File: config.mk
export PLATFORM = sky130hd
export DESIGN_NAME = bram_porta_requester
export DESIGN_NICKNAME = d
export VERILOG_FILES = /design/src/rtl/bram_porta_requester.sv
export SDC_FILE = /design/constraint.sdc
export NUM_CORES = 1
export LEC_CHECK = 0
export CAP_MARGIN = 20
export CORE_ASPECT_RATIO = 0.5
export CORE_MARGIN = 3
export CORE_UTILIZATION = 30
export CTS_BUF_LIST = sky130_fd_sc_hd__clkbuf_8
export CTS_CLUSTER_SIZE = 10
export DETAILED_ROUTE_END_ITERATION = 16
export GPL_ROUTABILITY_DRIVEN = 0
export MAX_ROUTING_LAYER = met4
export PLACE_DENSITY = 0.55
export SLEW_MARGIN = 20
export SYNTH_ARGS = -nofsm -noshare
export SYNTH_HDL_FRONTEND = slang
export SYNTH_SLANG_ARGS = --single-unit
File: constraint.sdc
create_clock -name clk -period 2.7 [get_ports clk]
set_input_delay 0.27 -clock clk [delete_from_list [all_inputs] [get_ports clk]]
set_output_delay 0.27 -clock clk [all_outputs]
set_load 0.01 [all_outputs]
File: src/rtl/bram_porta_requester.sv
// Port-A front end for a 2048x8 block RAM with a registered output: accepts
// read/write requests, sequences the two-stage read path and returns read data in order.

module bram_porta_requester_chk #(
    parameter int CW = 3
) (
    input logic          clk,
    input logic          rst_n,
    input logic          push,
    input logic          fifo_full,
    input logic [CW-1:0] outstanding,
    input logic [CW-1:0] depth
);

    a_no_push_when_full: assert property (@(posedge clk) disable iff (!rst_n)
        !(push && fifo_full));

    a_outstanding_bounded: assert property (@(posedge clk) disable iff (!rst_n)
        outstanding <= depth);

endmodule

module bram_porta_requester #(
    parameter int RSP_DEPTH = 4,
    parameter int ADDR_W    = 11,
    parameter int DATA_W    = 8
) (
    input  logic              clk,
    input  logic              rst_n,
    input  logic              req_valid,
    output logic              req_ready,
    input  logic              req_we,
    input  logic [ADDR_W-1:0] req_addr,
    input  logic [DATA_W-1:0] req_wdata,
    output logic              rsp_valid,
    input  logic              rsp_ready,
    output logic [DATA_W-1:0] rsp_rdata,
    output logic              ram_clka,
    output logic              ram_cea,
    output logic              ram_wea,
    output logic [ADDR_W-1:0] ram_addra,
    output logic [DATA_W-1:0] ram_dia,
    output logic              ram_ocea,
    output logic              ram_rsta,
    input  logic [DATA_W-1:0] ram_doa
);

    localparam int PW = $clog2(RSP_DEPTH);
    localparam int CW = $clog2(RSP_DEPTH + 1);
    localparam logic [CW-1:0] DEPTH_C = CW'(RSP_DEPTH);
    localparam logic [CW-1:0] ZERO_C  = {CW{1'b0}};

    logic              req_ready_r;
    logic              rsp_valid_r;
    logic              s1_r;
    logic              s2_r;
    logic [CW-1:0]     outstanding_r;
    logic [CW-1:0]     outstanding_nxt_s;
    logic [CW-1:0]     fifo_cnt_r;
    logic [CW-1:0]     fifo_cnt_nxt_s;
    logic [PW-1:0]     wr_ptr_r;
    logic [PW-1:0]     rd_ptr_r;
    logic [DATA_W-1:0] fifo_mem_r [RSP_DEPTH];

    logic              req_fire_s;
    logic              rd_fire_s;
    logic              push_s;
    logic              pop_s;
    logic              fifo_full_s;

    assign req_fire_s  = req_valid & req_ready_r;
    assign rd_fire_s   = req_fire_s & ~req_we;
    assign push_s      = s2_r;
    assign pop_s       = rsp_valid_r & rsp_ready;
    assign fifo_full_s = (fifo_cnt_r == DEPTH_C);

    // The RAM sees the request in its accept cycle; enables stay low otherwise.
    assign ram_clka  = clk;
    assign ram_cea   = req_fire_s;
    assign ram_wea   = req_fire_s & req_we;
    assign ram_addra = req_addr;
    assign ram_dia   = req_wdata;
    assign ram_ocea  = s1_r;
    assign ram_rsta  = ~rst_n;

    assign req_ready = req_ready_r;
    assign rsp_valid = rsp_valid_r;
    assign rsp_rdata = fifo_mem_r[rd_ptr_r];

    // Outstanding reads: counted from accept until the response is popped.
    always_comb begin
        outstanding_nxt_s = outstanding_r;
        case ({rd_fire_s, pop_s})
            2'b10:   outstanding_nxt_s = outstanding_r + 1'b1;
            2'b01:   outstanding_nxt_s = outstanding_r - 1'b1;
            default: outstanding_nxt_s = outstanding_r;
        endcase
    end

    // Response FIFO occupancy.
    always_comb begin
        fifo_cnt_nxt_s = fifo_cnt_r;
        case ({push_s, pop_s})
            2'b10:   fifo_cnt_nxt_s = fifo_cnt_r + 1'b1;
            2'b01:   fifo_cnt_nxt_s = fifo_cnt_r - 1'b1;
            default: fifo_cnt_nxt_s = fifo_cnt_r;
        endcase
    end

    // Control state: read tokens, counters, pointers and registered handshakes.
    always_ff @(posedge clk) begin
        if (!rst_n) begin
            s1_r          <= 1'b0;
            s2_r          <= 1'b0;
            outstanding_r <= ZERO_C;
            fifo_cnt_r    <= ZERO_C;
            wr_ptr_r      <= {PW{1'b0}};
            rd_ptr_r      <= {PW{1'b0}};
            req_ready_r   <= 1'b1;
            rsp_valid_r   <= 1'b0;
        end else begin
            s1_r          <= rd_fire_s;
            s2_r          <= s1_r;
            outstanding_r <= outstanding_nxt_s;
            fifo_cnt_r    <= fifo_cnt_nxt_s;
            req_ready_r   <= (outstanding_nxt_s < DEPTH_C);
            rsp_valid_r   <= (fifo_cnt_nxt_s != ZERO_C);
            if (push_s) begin
                wr_ptr_r <= wr_ptr_r + 1'b1;
            end
            if (pop_s) begin
                rd_ptr_r <= rd_ptr_r + 1'b1;
            end
        end
    end

    // FIFO storage has no reset; an entry is only read after it was pushed.
    always_ff @(posedge clk) begin
        if (rst_n && push_s) begin
            fifo_mem_r[wr_ptr_r] <= ram_doa;
        end
    end

    bram_porta_requester_chk #(
        .CW (CW)
    ) u_chk (
        .clk         (clk),
        .rst_n       (rst_n),
        .push        (push_s),
        .fifo_full   (fifo_full_s),
        .outstanding (outstanding_r),
        .depth       (DEPTH_C)
    );

endmodule

==> out/metrics.sh <==
STATUS='completed'
WORST-R2R-SETUP-SLACK_NS=0.78
POST_SYNTH_SIMPLE_GATE_AREA_PCT=8.25
SETUP_VIOL=0
FP.DIEAREA_UM2=8020
SLEW-LIMIT-HEADROOM_PCT=62.8
LAYOUT_COMMONEST_CELL='sky130_fd_sc_hd__edfxtp_1'
POST_LAYOUT_NONFILLER_INSTANCES=242
TIMING_WORST_SLEW_PIN_VALUE_NS=0.557
LAYOUT-DRIVE-GT1-SHARE_PCT=14.9
MAX_STAGE_DELAY_NS=0.68
CRIT_BUF_INV=1
GRT_FIRST_PASS_WIRELENGTH_MM=5.67
SYNTH_EDF_COUNT=32
SYNTH-COMPOUND-AREA-SHARE_PCT=1.57
CTS-HOLD-FIX-BUFFERS=0
AREA_GROWTH_SYN_TO_LAYOUT_PCT=17.4
YOSYS_MOST_USED_DFF='sky130_fd_sc_hd__edfxtp_1'
ROUTEDWLPERCELL_UM=14.0
FIRST_GLOBAL_VIAS=1123
VIA_PER_INST=4.31
AVGSYNTHCELLAREA_UM2=14.8
DETAILED_ROUTER_ITERATION_COUNT_BEFORE_ANTENNA_REPAIR=4
SYNTH.MUX.AREA_FRACTION_PCT=11.1
POST-ROUTE-UTIL_PCT=38.2
SYNTH_SEQ_CELLS=48
PERIOD_SHARE_PCT=89.6
DRT_WL_TOTAL_MM=3.39
DIEHEIGHT_UM=64.8
ASYNCSETRESETFLOPFRACSYNTH_PCT=0
MOST-COMMON-LAYOUT-CELLS='sky130_fd_sc_hd__edfxtp_1, sky130_fd_sc_hd__clkdlybuf4s50_1, sky130_fd_sc_hd__dfxtp_1'
SYNTH_LARGEST_TYPE_AREA_FRACTION_PCT=46.3
NETLIST_AREA_UM2=2080
GRT_SETUP_UNREPAIRED='no'
NETS=191
HOLD_START='ram_ocea'
CRITICAL_PATH_RT_NS=2.43
FINAL-HOLD-VIOLATION-COUNT=0
FINALCLOCKSKEW_NS=0.0119
SYNTH_TOP_FAMILY_BY_AREA='multiplexers'
SYNTH_NETS=178
CP_DELAY_BY_FAMILY_TOP='flip-flops'
SYNTH_AREA_LEADER_CELL='sky130_fd_sc_hd__edfxtp_1'
VIAS=1043
WORST_PATH_CELL_CHAIN='mux4_2 -> clkdlybuf4s50_1'
FINALPOWER_W=0.00188
TIMING.FINAL.CRIT_PERIOD_NS=2.42
DRT_ITER0_DRC=54
CLK_PIN_SLEW_WORST_PATHS_NS=0.08
DRC=0
TIMING.CRITICAL_PATH.SLOWEST_STAGE_CELL='sky130_fd_sc_hd__dfxtp_1'
ANTENNA_FOUND_INITIAL=0
SYNTH_SEQUENTIAL_AREA_RATIO_PCT=61.7
START_KIND='flop'
SETUP-TNS-FINAL_NS=0
PLACEDCELLCOUNT=231
MIN_TO='push_s'
CTS.REPAIR_TIMING.SETUP_BUFFER_COUNT=0
POST-DP-HPWL_MM=2.31
TRITONCTS_CLOCK_TREE='built'
CORE_AREA_UM2=6380
SYNTH.LIB_CELLS_USED.DISTINCT=29
ALL_LAYER_GR_USAGE_PCT=9.90
CRITPATHCAPTURETYPE='output port'
CRITICALPATHCATEGORY='reg -> out'
POWER_LEAKAGE_nW=0.879
WORST-R2R-CELL-COUNT=6
HOLDPATHSTAGES=1
SYNTHESIZED_AREA_FRACTION_OCCUPIED_BY_XOR_AND_XNOR_CELLS_PCT=3.73
WORSTHOLDPATHTYPE='reg -> reg'
FLOORPLAN.IO_PINS=66
CAP_VIOL_MAX_COUNT=0
CP.ARRIVAL_NS=2.15
YOSYS_WARNINGS=0
POWER_DENSITY_nW_PER_UM2=769
MAXIMUM_NUMBER_OF_PINS_ON_ONE_NET_BEFORE_GLOBAL_ROUTE_REPAIR=16
MAX_CLOCK_FREQ_MHz=413
TIMING.RR.START='push_s'
GR-TOTAL-OVERFLOW=0
MAX-VDD-IR-DROP_uV=275
ROUTE.ANTENNA.REMAINING_NETS=0
COUNT_OF_PINS_OVER_THEIR_SLEW_LIMIT=0
SYNTHTOPCELLSBYAREA='sky130_fd_sc_hd__edfxtp_1, sky130_fd_sc_hd__dfxtp_1, sky130_fd_sc_hd__mux4_2'
FLOORPLAN.ROWS=20
YOSYS.AREA_SHARE.ADDER_PCT=4.34
CRITICAL_PATH.REG2REG.ENDPOINT='rsp_valid'
DIE_W_UM=124
CTS.REPAIR.RESIZED=0
SYNTHESIZED_INSTANCE_COUNT=140
FLOORPLAN.INITIALDENSITY_PCT=32.5
CLK-INSERTION-DELAY-LATE_NS=0.40
CRITICAL_PATH_PEAK_FANOUT=8
COUNT_OF_ANTENNA_DIODES_IN_THE_LAYOUT=0
IO_BUFFERS=27
## through the flow
stage | hold slack, ns | worst slack [ns] | cell area (µm²)
6_report | 0.489 | 0.281 | 2440
3_3_place_gp | 0.452 | 0.464 | 2290
5_1_grt | 0.493 | 0.100 | 2440
4_1_cts | 0.487 | 0.204 | 2440
2_1_floorplan | 0.362 | 0.960 | 2080
3_5_place_dp | 0.466 | 0.416 | 2290
## routing by layer
metal  global-route usage, %  part of all wire, %  wire [µm]
met3                    3.84                  6.6        222
met4                    6.48                  3.2        110
met5                       -                    0          0
met1                    11.7                   45       1520
met2                    14.1                   45       1530
## registers in the layout (all words and copies together) (netlist names), named ones only
signal         flops
outstanding_r      2
fifo_cnt_r         3
req_ready          1
rsp_valid          1
fifo_mem_r        32
push_s             1
wr_ptr_r           2
ram_ocea           1
rd_ptr_r           2
## cell families (layout without fill, tap and decap cells)
family,Yosys count,after routing
flip-flops,48,48
AND/OR/NAND/NOR,32,32
buffers and inverters,29,43
multiplexers,13,13
XOR/XNOR,8,8
adder cells (fa/ha/maj),6,6
AO/OA/AOI/OAI,4,4
## cell usage after synthesis (2+ instances only)
cell and instances:
sky130_fd_sc_hd__ha_1 4, sky130_fd_sc_hd__dfxtp_1 16, sky130_fd_sc_hd__nand2_1 3, sky130_fd_sc_hd__edfxtp_1 32, sky130_fd_sc_hd__nand2b_1 2, sky130_fd_sc_hd__xor2_1 3
sky130_fd_sc_hd__and2_1 5, sky130_fd_sc_hd__xnor2_1 4, sky130_fd_sc_hd__buf_4 20, sky130_fd_sc_hd__mux2i_1 5, sky130_fd_sc_hd__nor2_1 12, sky130_fd_sc_hd__fa_1 2
sky130_fd_sc_hd__and3_1 5, sky130_fd_sc_hd__inv_1 3, sky130_fd_sc_hd__nand3_1 2, sky130_fd_sc_hd__buf_2 2, sky130_fd_sc_hd__mux4_2 8
## cell type report
class | instances | area, µm²
tap | 88 | 110
clock inverter | 3 | 42.5
fill | 612 | 3940
multi-input combinational | 63 | 602
inverter | 4 | 15.0
timing repair buffer | 27 | 268
clock buffer | 9 | 120
sequential | 48 | 1280
## how the worst max path moves through the flow
stage | to | cells past startpoint | start | slack [ns]
final | rsp_rdata[1] | 2 | flop | 0.28
after global routing | rsp_rdata[7] | 2 | flop | 0.10
after CTS | rsp_rdata[3] | 2 | flop | 0.20
after detailed placement | rsp_valid | 8 | rsp_ready | 0.42
after global placement | rsp_valid | 8 | rsp_ready | 0.46
after floorplan | flop | 8 | req_ready | 0.96
## where the power goes
| part | switching [W] | internal (W) |
|---|---|---|
| Clock | 0.000268 | 0.000394 |
| Sequential | 0.0000621 | 0.000831 |
| Combinational | 0.000128 | 0.000192 |
No activity file was read; power rests on OpenSTA's default activity.
